## src/rtl/vram_arb.sv

```systemverilog
// VRAM arbiter: interleaves video tile fetches with CPU accesses on a single-port synchronous VRAM.
// Define VRAM_ARB_CPU1_EN to enable the CPU1 port; without it every CPU slot belongs to CPU0.
module vram_arb (
    input  logic       PCLK,
    input  logic       RST_N,
    input  logic [8:0] HPOS,
    input  logic       VBLK,
    input  logic [9:0] VID_AD,
    output logic [7:0] VID_DT,
    output logic       VID_VLD,
    input  logic       C0_REQ,
    input  logic       C0_WE,
    input  logic [9:0] C0_AD,
    input  logic [7:0] C0_DI,
    output logic       C0_ACK,
    output logic [7:0] C0_DO,
    input  logic       C1_REQ,
    input  logic       C1_WE,
    input  logic [9:0] C1_AD,
    input  logic [7:0] C1_DI,
    output logic       C1_ACK,
    output logic [7:0] C1_DO,
    output logic [9:0] RAM_AD,
    output logic       RAM_WE,
    output logic [7:0] RAM_WD,
    input  logic [7:0] RAM_RD
);
    typedef enum logic [1:0] {ACC_NONE, ACC_VID, ACC_CPU0, ACC_CPU1} acc_e;

    acc_e       s1_kind, s2_kind;
    logic       s1_we, s2_we;
    logic       busy0, busy1;
    logic       last_cpu1;
    logic       ack1_q;
    logic [7:0] do1_q;

    logic       c1_req, c1_we;
    logic [9:0] c1_ad;
    logic [7:0] c1_di;
    logic       video_slot, elig0, elig1, grant0, grant1;

`ifdef VRAM_ARB_CPU1_EN
    assign c1_req = C1_REQ;
    assign c1_we  = C1_WE;
    assign c1_ad  = C1_AD;
    assign c1_di  = C1_DI;
    assign C1_ACK = ack1_q;
    assign C1_DO  = do1_q;
`else
    assign c1_req = 1'b0;
    assign c1_we  = 1'b0;
    assign c1_ad  = 10'd0;
    assign c1_di  = 8'd0;
    assign C1_ACK = 1'b0;
    assign C1_DO  = 8'd0;
    logic unused_c1;
    assign unused_c1 = ^{C1_REQ, C1_WE, C1_AD, C1_DI, ack1_q, do1_q};
`endif

    // Even pixels of the active line belong to video; everything else is a CPU slot.
    assign video_slot = !VBLK && (HPOS < 9'd288) && !HPOS[0];
    assign elig0      = C0_REQ && !busy0;
    assign elig1      = c1_req && !busy1;
    assign grant0     = !video_slot && elig0 && (!elig1 || last_cpu1);
    assign grant1     = !video_slot && elig1 && (!elig0 || !last_cpu1);

    always_ff @(posedge PCLK or negedge RST_N) begin
        if (!RST_N) begin
            RAM_AD    <= 10'd0;
            RAM_WE    <= 1'b0;
            RAM_WD    <= 8'd0;
            VID_DT    <= 8'd0;
            VID_VLD   <= 1'b0;
            C0_ACK    <= 1'b0;
            C0_DO     <= 8'd0;
            ack1_q    <= 1'b0;
            do1_q     <= 8'd0;
            s1_kind   <= ACC_NONE;
            s2_kind   <= ACC_NONE;
            s1_we     <= 1'b0;
            s2_we     <= 1'b0;
            busy0     <= 1'b0;
            busy1     <= 1'b0;
            last_cpu1 <= 1'b1;
        end else begin
            s2_kind <= s1_kind;
            s2_we   <= s1_we;
            VID_VLD <= 1'b0;
            C0_ACK  <= 1'b0;
            ack1_q  <= 1'b0;

            // RAM_RD now carries the data for the access issued two edges ago.
            case (s2_kind)
                ACC_VID: begin
                    VID_DT  <= RAM_RD;
                    VID_VLD <= 1'b1;
                end
                ACC_CPU0: begin
                    if (!s2_we) C0_DO <= RAM_RD;
                    C0_ACK <= 1'b1;
                    busy0  <= 1'b0;
                end
                ACC_CPU1: begin
                    if (!s2_we) do1_q <= RAM_RD;
                    ack1_q <= 1'b1;
                    busy1  <= 1'b0;
                end
                default: ;
            endcase

            s1_kind <= ACC_NONE;
            s1_we   <= 1'b0;
            RAM_WE  <= 1'b0;
            if (video_slot) begin
                RAM_AD  <= VID_AD;
                s1_kind <= ACC_VID;
            end else if (grant0) begin
                RAM_AD    <= C0_AD;
                RAM_WD    <= C0_DI;
                RAM_WE    <= C0_WE;
                s1_kind   <= ACC_CPU0;
                s1_we     <= C0_WE;
                busy0     <= 1'b1;
                last_cpu1 <= 1'b0;
            end else if (grant1) begin
                RAM_AD    <= c1_ad;
                RAM_WD    <= c1_di;
                RAM_WE    <= c1_we;
                s1_kind   <= ACC_CPU1;
                s1_we     <= c1_we;
                busy1     <= 1'b1;
                last_cpu1 <= 1'b1;
            end
        end
    end
endmodule
```

## config.mk

```make
export PLATFORM = sky130hd
export DESIGN_NAME = vram_arb
export DESIGN_NICKNAME = d
export VERILOG_FILES = /design/src/rtl/vram_arb.sv
export SDC_FILE = /design/constraint.sdc
export NUM_CORES = 1
export LEC_CHECK = 0
export BUFFER_PORTS_ARGS = -buffer_cell sky130_fd_sc_hd__buf_2
export CAP_MARGIN = 20
export CORE_UTILIZATION = 37
export DETAILED_ROUTE_END_ITERATION = 8
export PLACE_DENSITY = 0.81
export SYNTH_ARGS = -nofsm -noshare
export SYNTH_HDL_FRONTEND = slang
export SYNTH_SLANG_ARGS = --single-unit
```

## constraint.sdc

```tcl
create_clock -name PCLK -period 1.2 [get_ports PCLK]
set_input_delay 0.24 -clock PCLK [delete_from_list [all_inputs] [get_ports PCLK]]
set_output_delay 0.24 -clock PCLK [all_outputs]
set_load 0.02 [all_outputs]
```

Word-level counts from Yosys, hierarchy flattened

Cells that the tools add are included.

Equal/unequal tests: 2
Bitwise logic cells: 2
Reduce and logical (&&, ||, !) cells: 11
Multiplexer cells: 11
Magnitude comparators: 1

Operators by type and width:

| kind               | count |
|---|---|
| $mux 10            | 2 |
| $lt 9x9->1 const B | 1 |
| $mux 1             | 7 |
| $logic_and 1x1->1  | 4 |
| $logic_not 1->1    | 4 |
| $mux 2             | 2 |
| $reduce_and 2->1   | 2 |
| $eq 2x1->1 const B | 1 |
| $eq 2x2->1 const B | 1 |
| $not 1->1          | 2 |
| $reduce_bool 2->1  | 1 |

Word-level logic and storage cells: 38
Bits in registers: 43
Input bits: 70
Output and inout bits: 46

Logic depth before layout (Yosys ltp)

Word-level depth: 7
Gate-level depth with buffers: 4
Gate-level depth less buffers: 3

Worst setup path before layout

No wires, ideal clock.

Path type: reg-to-reg
Start: register busy0
End: register RAM_WD[0]
Arrival time: 1.102 ns
Stages on the path, launching flop included: 5
Data required time: 1.075 ns
Period minus slack after synthesis: 1.227 ns
Library setup time: 0.125 ns
Path buffers: 1
Slack: -0.027 ns
Cells stage by stage: dfrtp_1 > nand2b_1 > a21oi_2 > buf_6 > mux2_4

Word-level cells in the longest chain between the ends: 4

Ends and longest elaborated chain:

| what                              | RTL line | text |
|---|---|---|
| start, declared                   | 32       | `logic busy0, busy1;` |
| start signal, assigned            | 82       | `busy0 <= 1'b0;` |
| start signal, assigned            | 101      | `busy0 <= 1'b0;` |
| start signal, assigned            | 123      | `busy0 <= 1'b1;` |
| $logic_not 1->1                   | 62       | `assign elig0 = C0_REQ && !busy0;` |
| $logic_and 1x1->1                 | 62       |  |
| $logic_and 1x1->1                 | 64       | `assign grant0 = !video_slot && elig0 && (!elig1 \|\| last_cpu1);` |
| $reduce_and 2->1 (no source line) | n/a      |  |
| end signal, assigned              | 127      | `RAM_WD <= c1_di;` |
| end, declared                     | 25       | `output logic [7:0] RAM_WD,` |

No other way between the ends.
A chain may end at the register's enable or synchronous reset.

Final worst setup path

Start: register busy0
End: register RAM_WD[1]

The elaborated chain is that of the path after synthesis.

==> impl_metrics.toml <==
[timing]
finalCriticalPeriod_ns = 1.250
finalSetupViolCount = 16
setup_tns_ns = -0.3588
min_period_over_period = 1.042
skew_ns = 0.005294
finalHoldViolations = 0
max_freq_mhz = 800.1
drv_slew = 0
rsz0062_at_grt = "true"
fin_ws_ns = -0.04990

[global_routing]
grt_pass1_wl_mm = 6.161
track_usage = 0.1599
grt_overflow = 0
grt_max_degree = 35
antenna_found_initial = 0
grt_pass1_vias = 1298

[clock_network]
cts_tree = "yes"
cts_max_path_buffers = 2
cts_buffers = 5
cts.htree.levels = 2
clock_latency_ns = 0.29
clkTransAtPathRegs_ns = 0.08
cts_root_buf = "clkbuf_8"
cts_sinks = 43

[job]
cap_violations = 0

[route]
ant_nets = 0
vias = 1287
drtIter0Drc = 75
dr.pass1.iters = 9
drt_wl_total_mm = 3.663
vias_per_cell = 4.680
drc_errors = 8
post_drt_wl_per_cell_um = 13.32

[placement]
dpl_cell_area_mm2 = 0.002272
dp_hpwl_mm = 2.645
dp.cells = 261
place.gp.congestion = 0.6896
port_buffers = 82

[floorplanning]
row_count = 24
die-area_mm2 = 0.005052
dieWidth_um = 71.08
pin_count = 116
core_area_mm2 = 0.004474
initial_core_util = 0.3946
fp.dieH_um = 71.08

[cells_and_area]
area_growth_pct = 39.76
final_common_cell = "buf_2"
layout_common_cells = "buf_2, dfrtp_1, mux2_4"
drive_above_1_share = 0.5964
finalNonFillerCells = 275
fin_area_mm2 = 0.002467
n_antenna_cell = 0
nets = 292

[synth]
ys.warnings.count = 0
synth_edf_count = 0
yosysSeqAreaShare = 0.6095
ys_types = 21
synthCells = 124
syn_avg_cell_area_um2 = 14.24
synth-seq-cells = 43
syn-cell-area_mm2 = 0.001765
synth-async-reset-ratio = 1.000
ys.flop_type = "dfrtp_1"

[outcome]
failed_checks = "design-rule violations, negative setup slack"
status = "complete, but fails checks"

[pwr]
p_per_area_mw_per_mm2 = 2289
ir_worst_vdd_uv = 762.3
power.leakage_nw = 1.310

[critical_path]
worstPathArrival_ns = 1.43
critical_path.max_fanout = 8
path_class = "register to register"
cp-start-kind = "register"
critPathCaptureType = "register"
reg2regPathDepth = 4
required_ns = 1.38

[worst_hold_path]
min_path_type = "input pin to register"
holdPathStages = 2
## final timing paths
path / start / slack (ns) / endpoint
min in group asynchronous: RST_N / 0.36 / RAM_WD[3]
max reg2reg: busy0 / -0.05 / RAM_WD[1]
min reg2reg: s1_kind[0] / 0.35 / s2_kind[0]
min: C0_WE / 0.16 / s1_we
max: busy0 / -0.05 / RAM_WD[1]
max in group asynchronous: RST_N / 0.38 / RAM_WD[2]
## kinds of logic (layout without fill, tap and decap cells)
logic type / Yosys count / count (layout) / share of synthesized area
buffers and inverters: 16 / 107 / 0.05953
muxes: 34 / 34 / 0.2247
AOI/OAI and AO/OA: 13 / 13 / 0.04961
and+or+nand+nor: 17 / 17 / 0.05457
other: 1 / 9 / 0.002124
DFF: 43 / 43 / 0.6095
## report_power, final
group,internal [mW],switching [mW],total (mW)
logic,1.17,1.31,2.48
clock network,0.407,0.483,0.890
registers,2.00,0.275,2.28
## flip-flops by register name (all words and copies together), names as in the netlist
| signal | cells |
|---|---|
| RAM_AD | 10 |
| C0_DO | 8 |
| RAM_WD | 8 |
| VID_DT | 8 |
| s1_kind | 2 |
| s2_kind | 2 |
| C0_ACK | 1 |
| VID_VLD | 1 |
| busy0 | 1 |
| s1_we | 1 |
| s2_we | 1 |
## critical path, cell delays in order (launching register included)
cell and delay [ns]:
dfrtp_1 0.38, nand2b_4 0.16, a21oi_4 0.15, buf_12 0.15
mux2_4 0.30
## synth_stat cells (2+ instances only)
| cell type | n | share of area |
|---|---|---|
| mux2i_1 | 10 | 0.057 |
| dfrtp_1 | 43 | 0.61 |
| mux2_2 | 16 | 0.10 |
| buf_4 | 9 | 0.038 |
| buf_2 | 3 | 0.0085 |
| mux2_4 | 7 | 0.060 |
| nand3_1 | 10 | 0.028 |
| o21ai_0 | 10 | 0.028 |
| clkbuf_1 | 2 | 0.0043 |
| nand2b_1 | 2 | 0.0071 |
| and2_1 | 2 | 0.0071 |
## layout make-up
type | instances | area (um^2)
fill | 381 | 2007
sequential | 43 | 1076
multi-input combinational | 73 | 669.4
timing repair buffer | 98 | 568.0
clock buffer | 6 | 72.57
tap | 52 | 65.06
clock inverter | 2 | 12.51
inverter | 1 | 3.754
## stage by stage
stage,hold WS [ns],setup WS (ns),util,total power [mW]
global route,0.1595,-0.09563,0.5515,6.000
finish,0.1569,-0.04990,0.5515,5.647
floorplan,-0.05559,0.003023,-,3.792
CTS,0.1533,-0.05872,0.5481,5.686
detailed placement,0.1271,-0.1608,0.5078,4.594
global placement,0.1157,-0.1372,0.5078,4.532
## routing by layer
metal,track usage,part of all wire
met1,0.2068,0.43
met2,0.2575,0.49
met3,0.05413,0.068
met4,0.04444,0.010
met5,0,0
## repair_timing
item,4_1_cts,5_1_grt
endpoints found under the setup margin,18,28
cloned,0,1
hold buffers,1,0
endpoints found under the hold margin,9,0
pin swaps,1,1
setup buffers,3,1
gates resized for setup,9,2
(Power assumes the default switching activity.)
